$ cat src/rtl/pipe_scheduler.sv
// pipe_scheduler: play/pause/game-over control of the scrolling pipe, stepped once per video frame.
module pipe_scheduler #(
   parameter int SCREEN_WIDTH  = 640,
   parameter int SCREEN_HEIGHT = 480,
   parameter int PIPE_WIDTH    = 50,
   parameter int TICK_LINE     = 480,
   parameter int BASE_SPEED    = 2,
   parameter int MAX_SPEED     = 8,
   parameter int GAP_MIN       = 40,
   parameter int GAP_SIZE      = 120
) (
   input  logic        clk,
   input  logic        clear_n,
   input  logic [9:0]  h_counter,
   input  logic [9:0]  v_counter,
   input  logic        start,
   input  logic        pause,
   input  logic        collide,
   output logic [10:0] pipe_r,
   output logic [9:0]  gap_top,
   output logic [9:0]  gap_bot,
   output logic        pipe_on,
   output logic [1:0]  state,
   output logic [7:0]  score,
   output logic [3:0]  speed
);
   localparam logic [1:0] IDLE   = 2'd0;
   localparam logic [1:0] RUN    = 2'd1;
   localparam logic [1:0] PAUSED = 2'd2;
   localparam logic [1:0] OVER   = 2'd3;
   localparam logic [10:0] PIPE_START = 11'(SCREEN_WIDTH + PIPE_WIDTH);
   logic [1:0]  r_state;
   logic [10:0] r_pipe_r;
   logic [9:0]  r_gap_top;
   logic [7:0]  r_score;
   logic [7:0]  r_lfsr;
   logic        r_match;
   logic        r_tick;
   logic        w_match;
   logic        w_init;
   logic        w_wrap;
   logic [5:0]  w_speed_sum;
   logic [9:0]  w_gap_new;
   logic [7:0]  w_score_inc;
   always_comb begin
      w_match     = (h_counter == 10'd0) && (v_counter == 10'(TICK_LINE));
      w_init      = start && (r_state == IDLE || r_state == OVER);
      w_speed_sum = 6'(BASE_SPEED) + {1'b0, r_score[7:3]};
      speed       = (w_speed_sum > 6'(MAX_SPEED)) ? 4'(MAX_SPEED) : w_speed_sum[3:0];
      w_wrap      = r_pipe_r <= {7'd0, speed};
      w_gap_new   = 10'(GAP_MIN) + {2'd0, r_lfsr};
      w_score_inc = (r_score == 8'hFF) ? r_score : r_score + 8'd1;
   end
   // x^8+x^6+x^5+x^4+1 shifting left; the nonzero seed keeps it out of the all-zero lockup
   always_ff @(posedge clk or negedge clear_n) begin
      if (!clear_n) begin
         r_lfsr  <= 8'hA5;
         r_match <= 1'b0;
         r_tick  <= 1'b0;
      end else begin
         r_lfsr  <= {r_lfsr[6:0], r_lfsr[7] ^ r_lfsr[5] ^ r_lfsr[4] ^ r_lfsr[3]};
         r_match <= w_match;
         r_tick  <= w_match & ~r_match;
      end
   end
   always_ff @(posedge clk or negedge clear_n) begin
      if (!clear_n) begin
         r_state   <= IDLE;
         r_pipe_r  <= PIPE_START;
         r_gap_top <= 10'(GAP_MIN);
         r_score   <= 8'd0;
      end else if (w_init) begin
         r_state   <= RUN;
         r_pipe_r  <= PIPE_START;
         r_gap_top <= w_gap_new;
         r_score   <= 8'd0;
      end else if (r_state == RUN) begin
         if (collide)
            r_state <= OVER;
         else if (pause)
            r_state <= PAUSED;
         else if (r_tick && w_wrap) begin
            r_pipe_r  <= PIPE_START;
            r_gap_top <= w_gap_new;
            r_score   <= w_score_inc;
         end else if (r_tick)
            r_pipe_r <= r_pipe_r - {7'd0, speed};
      end else if (r_state == PAUSED && pause)
         r_state <= RUN;
   end
   assign state   = r_state;
   assign pipe_r  = r_pipe_r;
   assign gap_top = r_gap_top;
   assign gap_bot = r_gap_top + 10'(GAP_SIZE);
   assign score   = r_score;
   assign pipe_on = r_state != IDLE;
endmodule
$ cat config.mk
export PLATFORM = sky130hd
export DESIGN_NAME = pipe_scheduler
export DESIGN_NICKNAME = d
export VERILOG_FILES = /design/src/rtl/pipe_scheduler.sv
export SDC_FILE = /design/constraint.sdc
export NUM_CORES = 1
export LEC_CHECK = 0
export CELL_PAD_IN_SITES_DETAIL_PLACEMENT = 1
export CELL_PAD_IN_SITES_GLOBAL_PLACEMENT = 1
export CORE_MARGIN = 3
export CORE_UTILIZATION = 36
export CTS_CLUSTER_SIZE = 10
export DETAILED_ROUTE_END_ITERATION = 16
export GPL_TIMING_DRIVEN = 1
export PLACE_DENSITY = 0.8
export SETUP_SLACK_MARGIN = 0.4
export SLEW_MARGIN = 20
export SYNTH_ARGS = -nofsm -noshare
export SYNTH_HDL_FRONTEND = slang
export SYNTH_SLANG_ARGS = --single-unit
$ cat constraint.sdc
create_clock -name clk -period 4 [get_ports clk]
set_input_delay 0.8 -clock clk [delete_from_list [all_inputs] [get_ports clk]]
set_output_delay 0.8 -clock clk [all_outputs]
set_load 0.01 [all_outputs]
==> flow_summary_export.csv, run 1 <==
group,metric,value,unit
cts,cts_buffer_depth,2,
cts,clk-insertion-delay-late,0.29,ns
yosys,synthTopCellsByCount,"dfrtp_1 (29), nor2_1 (27), nand2_1 (26)",
cts,tritoncts,"built",
yosys,synth.distinct_cells,52,
floorplanning,die_w,87.8,um
yosys,yosys.area.top_type,"dfrtp_1",
sta,finalSetupTns,0,ns
global_route,met2_usage,32.5,%
yosys,yosysMostFrequentCell,"dfrtp_1",
worst_setup_path,crit_type,"reg2reg",
cts,htreeDepth,2,
global_route,antenna_found_initial,0,
worst_setup_path,worst-endpoint-arrival,3.64,ns
global_route,grt-ovfl-total,0,
worst_setup_path,r2r_end,"gap_top[8]$_DFFE_PN0P_",
cts,cts_hold_buf,0,
worst_setup_path,reg2regPathDepth,13,
yosys,synth_edf_count,0,
worst_setup_path,ff2ff_setup_slack,0.53,ns
drt,avgViaCountPerCell,5.33,
yosys,syn_nets,281,
sta,slew_headroom,41.0,%
yosys,synth_warnings,0,
yosys,netlist_instances,244,
sta,fin_crit,3.47,ns
sta,rsz0062_at_grt,"no",
layout,final_area,3430,um2
worst_hold_path,min_path_cells,0,
yosys,synth_area,2410,um2
layout,drive_gt1_share,18.4,%
yosys,ys_seq_area_share,42.1,%
global_route,grt_pass1_wl,11200,um
drt,drtPass1Iterations,4,
drt,vias,2149,
floorplanning,core-area,6420,um2
yosys,ys_ff_latch,40,
sta,report.final.slew_viol_count,0,
yosys,synthArstFlopShare,100,%
place,placed_area,3140,um2
floorplanning,std_cell_rows,29,
worst_setup_path,critPathRequiredTime,4.17,ns
layout,num_antenna_cells,0,
yosys,synthTopCellsByArea,"dfrtp_1 (30%), dfstp_2 (12%), ha_1 (5.7%), nor2_1 (4.2%), nand2_1 (4.1%)",
floorplanning,io_pins,71,
global_route,busiest_layer,"met2",
sta,hold_viol_final,0,
cts,cts_root_buf,"clkbuf_8",
global_route,grt_max_degree,41,
worst_setup_path,endpoint_kind,"flip-flop",
sta,period_share,86.7,%
floorplanning,start_util,37.5,%
worst_hold_path,hold_class,"reg2reg",
cts,clk_pin_slew_worst_paths,0.08,ns
place,dp_hpwl,4820,um
worst_hold_path,worstHoldStart,"r_lfsr[1]$_DFF_PN0_",
worst_setup_path,start_kind,"flip-flop",
drt,post_drt_wl_per_cell,16.9,um
worst_setup_path,crit_start,"score[4]$_DFFE_PN0P_",
global_route,grt.total_usage,18.3,%
cts,cts_buffers,5,
sta,fin_skew,0.0104,ns
worst_setup_path,cp_max_fo,7,
drt,drt_iter0_drc,97,
job,max_cap_viol_count,0,
global_route,use_met3,3.67,%
floorplanning,design.die.area,7710,um2
yosys,synth_top_area_share,30.1,%
yosys,synthFlopType,"dfrtp_1",
place,io_buffers,69,
floorplanning,die_h,87.8,um
drt,antenna_left,0,
pwr,ir_drop,0.157,mV
place,gp_congestion,0.812,
global_route,first_global_vias,2304,
drt,drc_errors,0,
global_route,met1_usage,22.9,%
pwr,leakage,1.51,nW
sta,setup_viol,0,
pwr,p_per_area,340,nW/um2
outcome,status,"finished, final reports clean",
sta,fmax,288,MHz
sta,worst_pin_slew,0.885,ns
layout,areaGrowthSynthToFinish,42.4,%
yosys,syn_avg_cell_area,9.87,um2
worst_setup_path,r2r-start,"score[4]$_DFFE_PN0P_",
layout,finalNetCount,362,
drt,wirelength,6830,um
cts,clock_sinks,40,
worst_hold_path,hold_end,"r_lfsr[2]$_DFF_PN1_",
==> critical path, stage by stage, from the launching register on <==
cell      delay (ns)
dfrtp_2         0.41
ha_1            0.33
or3b_4          0.41
a21oi_2         0.14
nor3_1          0.07
o22ai_2         0.22
nand2b_1        0.13
ha_4            0.31
nand2b_4        0.08
a211oi_4        0.35
nor4_2          0.07
nor3_2          0.27
buf_6           0.19
mux2_2          0.34
==> sequential cells by signal, summed over array words and instances (netlist names) <==
register / cells
pipe_r: 11
state: 2
gap_top: 9
r_lfsr: 8
r_match: 1
score: 8
r_tick: 1
==> routing by layer <==
layer  routed length [um]  vias up  part of all wire, %
met2                 3590       50                   53
met1                 2940     1063                   43
li1                     -     1027                    -
met3                  214        9                  3.1
met4                   83        0                  1.2
met5                    0        -                    0
==> through the flow <==
step	utilization (%)	hold WS, ns	worst slack [ns]	power [mW]	cells
floorplan	-	0.351	0.518	0.675	244
global placement	48.9	0.370	0.403	0.802	383
global route	53.4	0.418	0.359	1.24	403
finish	53.4	0.391	0.532	1.17	403
CTS	52.1	0.398	0.407	1.16	397
detailed placement	48.9	0.379	0.189	0.814	383
==> power breakdown <==
| group | switching (mW) | internal [mW] | total (mW) | leakage, nW |
|---|---|---|---|---|
| clock network | 0.138 | 0.185 | 0.323 | 0.0552 |
| registers | 0.0350 | 0.434 | 0.469 | 0.510 |
| logic | 0.200 | 0.176 | 0.375 | 0.950 |
==> kinds of logic after synthesis <==
group | count (synthesis) | share of synthesized area, %
compound gates | 33 | 10.0
xor+xnor | 16 | 5.82
fa+ha+maj | 12 | 6.55
buf+inv | 18 | 4.10
flops | 40 | 42.1
mux | 14 | 6.86
other cells | 1 | 0.156
simple gates | 110 | 24.4
==> timing repair <==
item / 4_1_cts / 5_1_grt
pin swaps: 3 / 5
gates resized for setup: 7 / 8
gates cloned: 1 / 1
setup endpoints to repair: 25 / 29
setup buffers: 5 / 5
==> worst max-delay path by stage <==
stage,to,slack (ns),cells past startpoint
floorplan,gap_top[4]$_DFFE_PN0P_,0.52,13
global placement,score[7]$_DFFE_PN0P_,0.40,12
detailed placement,score[5]$_DFFE_PN0P_,0.19,12
CTS,speed[0],0.41,7
global route,pipe_r[4]$_DFFE_PN1P_,0.36,13
finish,gap_top[8]$_DFFE_PN0P_,0.53,13
==> final cells by class <==
cell class | count | area, um2
timing repair buffer | 82 | 802
sequential | 40 | 1020
clock buffer | 6 | 72.6
clock inverter | 2 | 35.0
fill | 727 | 2990
tap | 77 | 96.3
multi-input combinational | 187 | 1370
inverter | 9 | 33.8
==> placed cells by master, fill, tap and decap left out, drive strengths merged, types with 2 or more instances in the layout <==
master          n
a31oi           2
nand2          26
nand2b          9
clkbuf          6
clkdlybuf4s50  66
a211oi          3
xnor2          10
mux2i           6
dfrtp          29
nor2b           3
and2            4
a21oi          11
buf            14
nand4           3
xor2            6
nor4            9
nand3           5
o21ai           6
ha             11
nand4b          3
a221oi          2
mux2            8
dlymetal6s2s    2
o31ai           2
inv             9
nor2           27
nor4b           2
dfstp          11
and3            3
or3             2
nor3            9
o22ai           2
Power figures use the tool's default switching activity.
==> run 2, diff against run 1 <==
Settings changed: CTS_CLUSTER_SIZE 10 to 12.
==> results of run 2 <==
Final layout, timing and power as in run 1 (identical DEF).
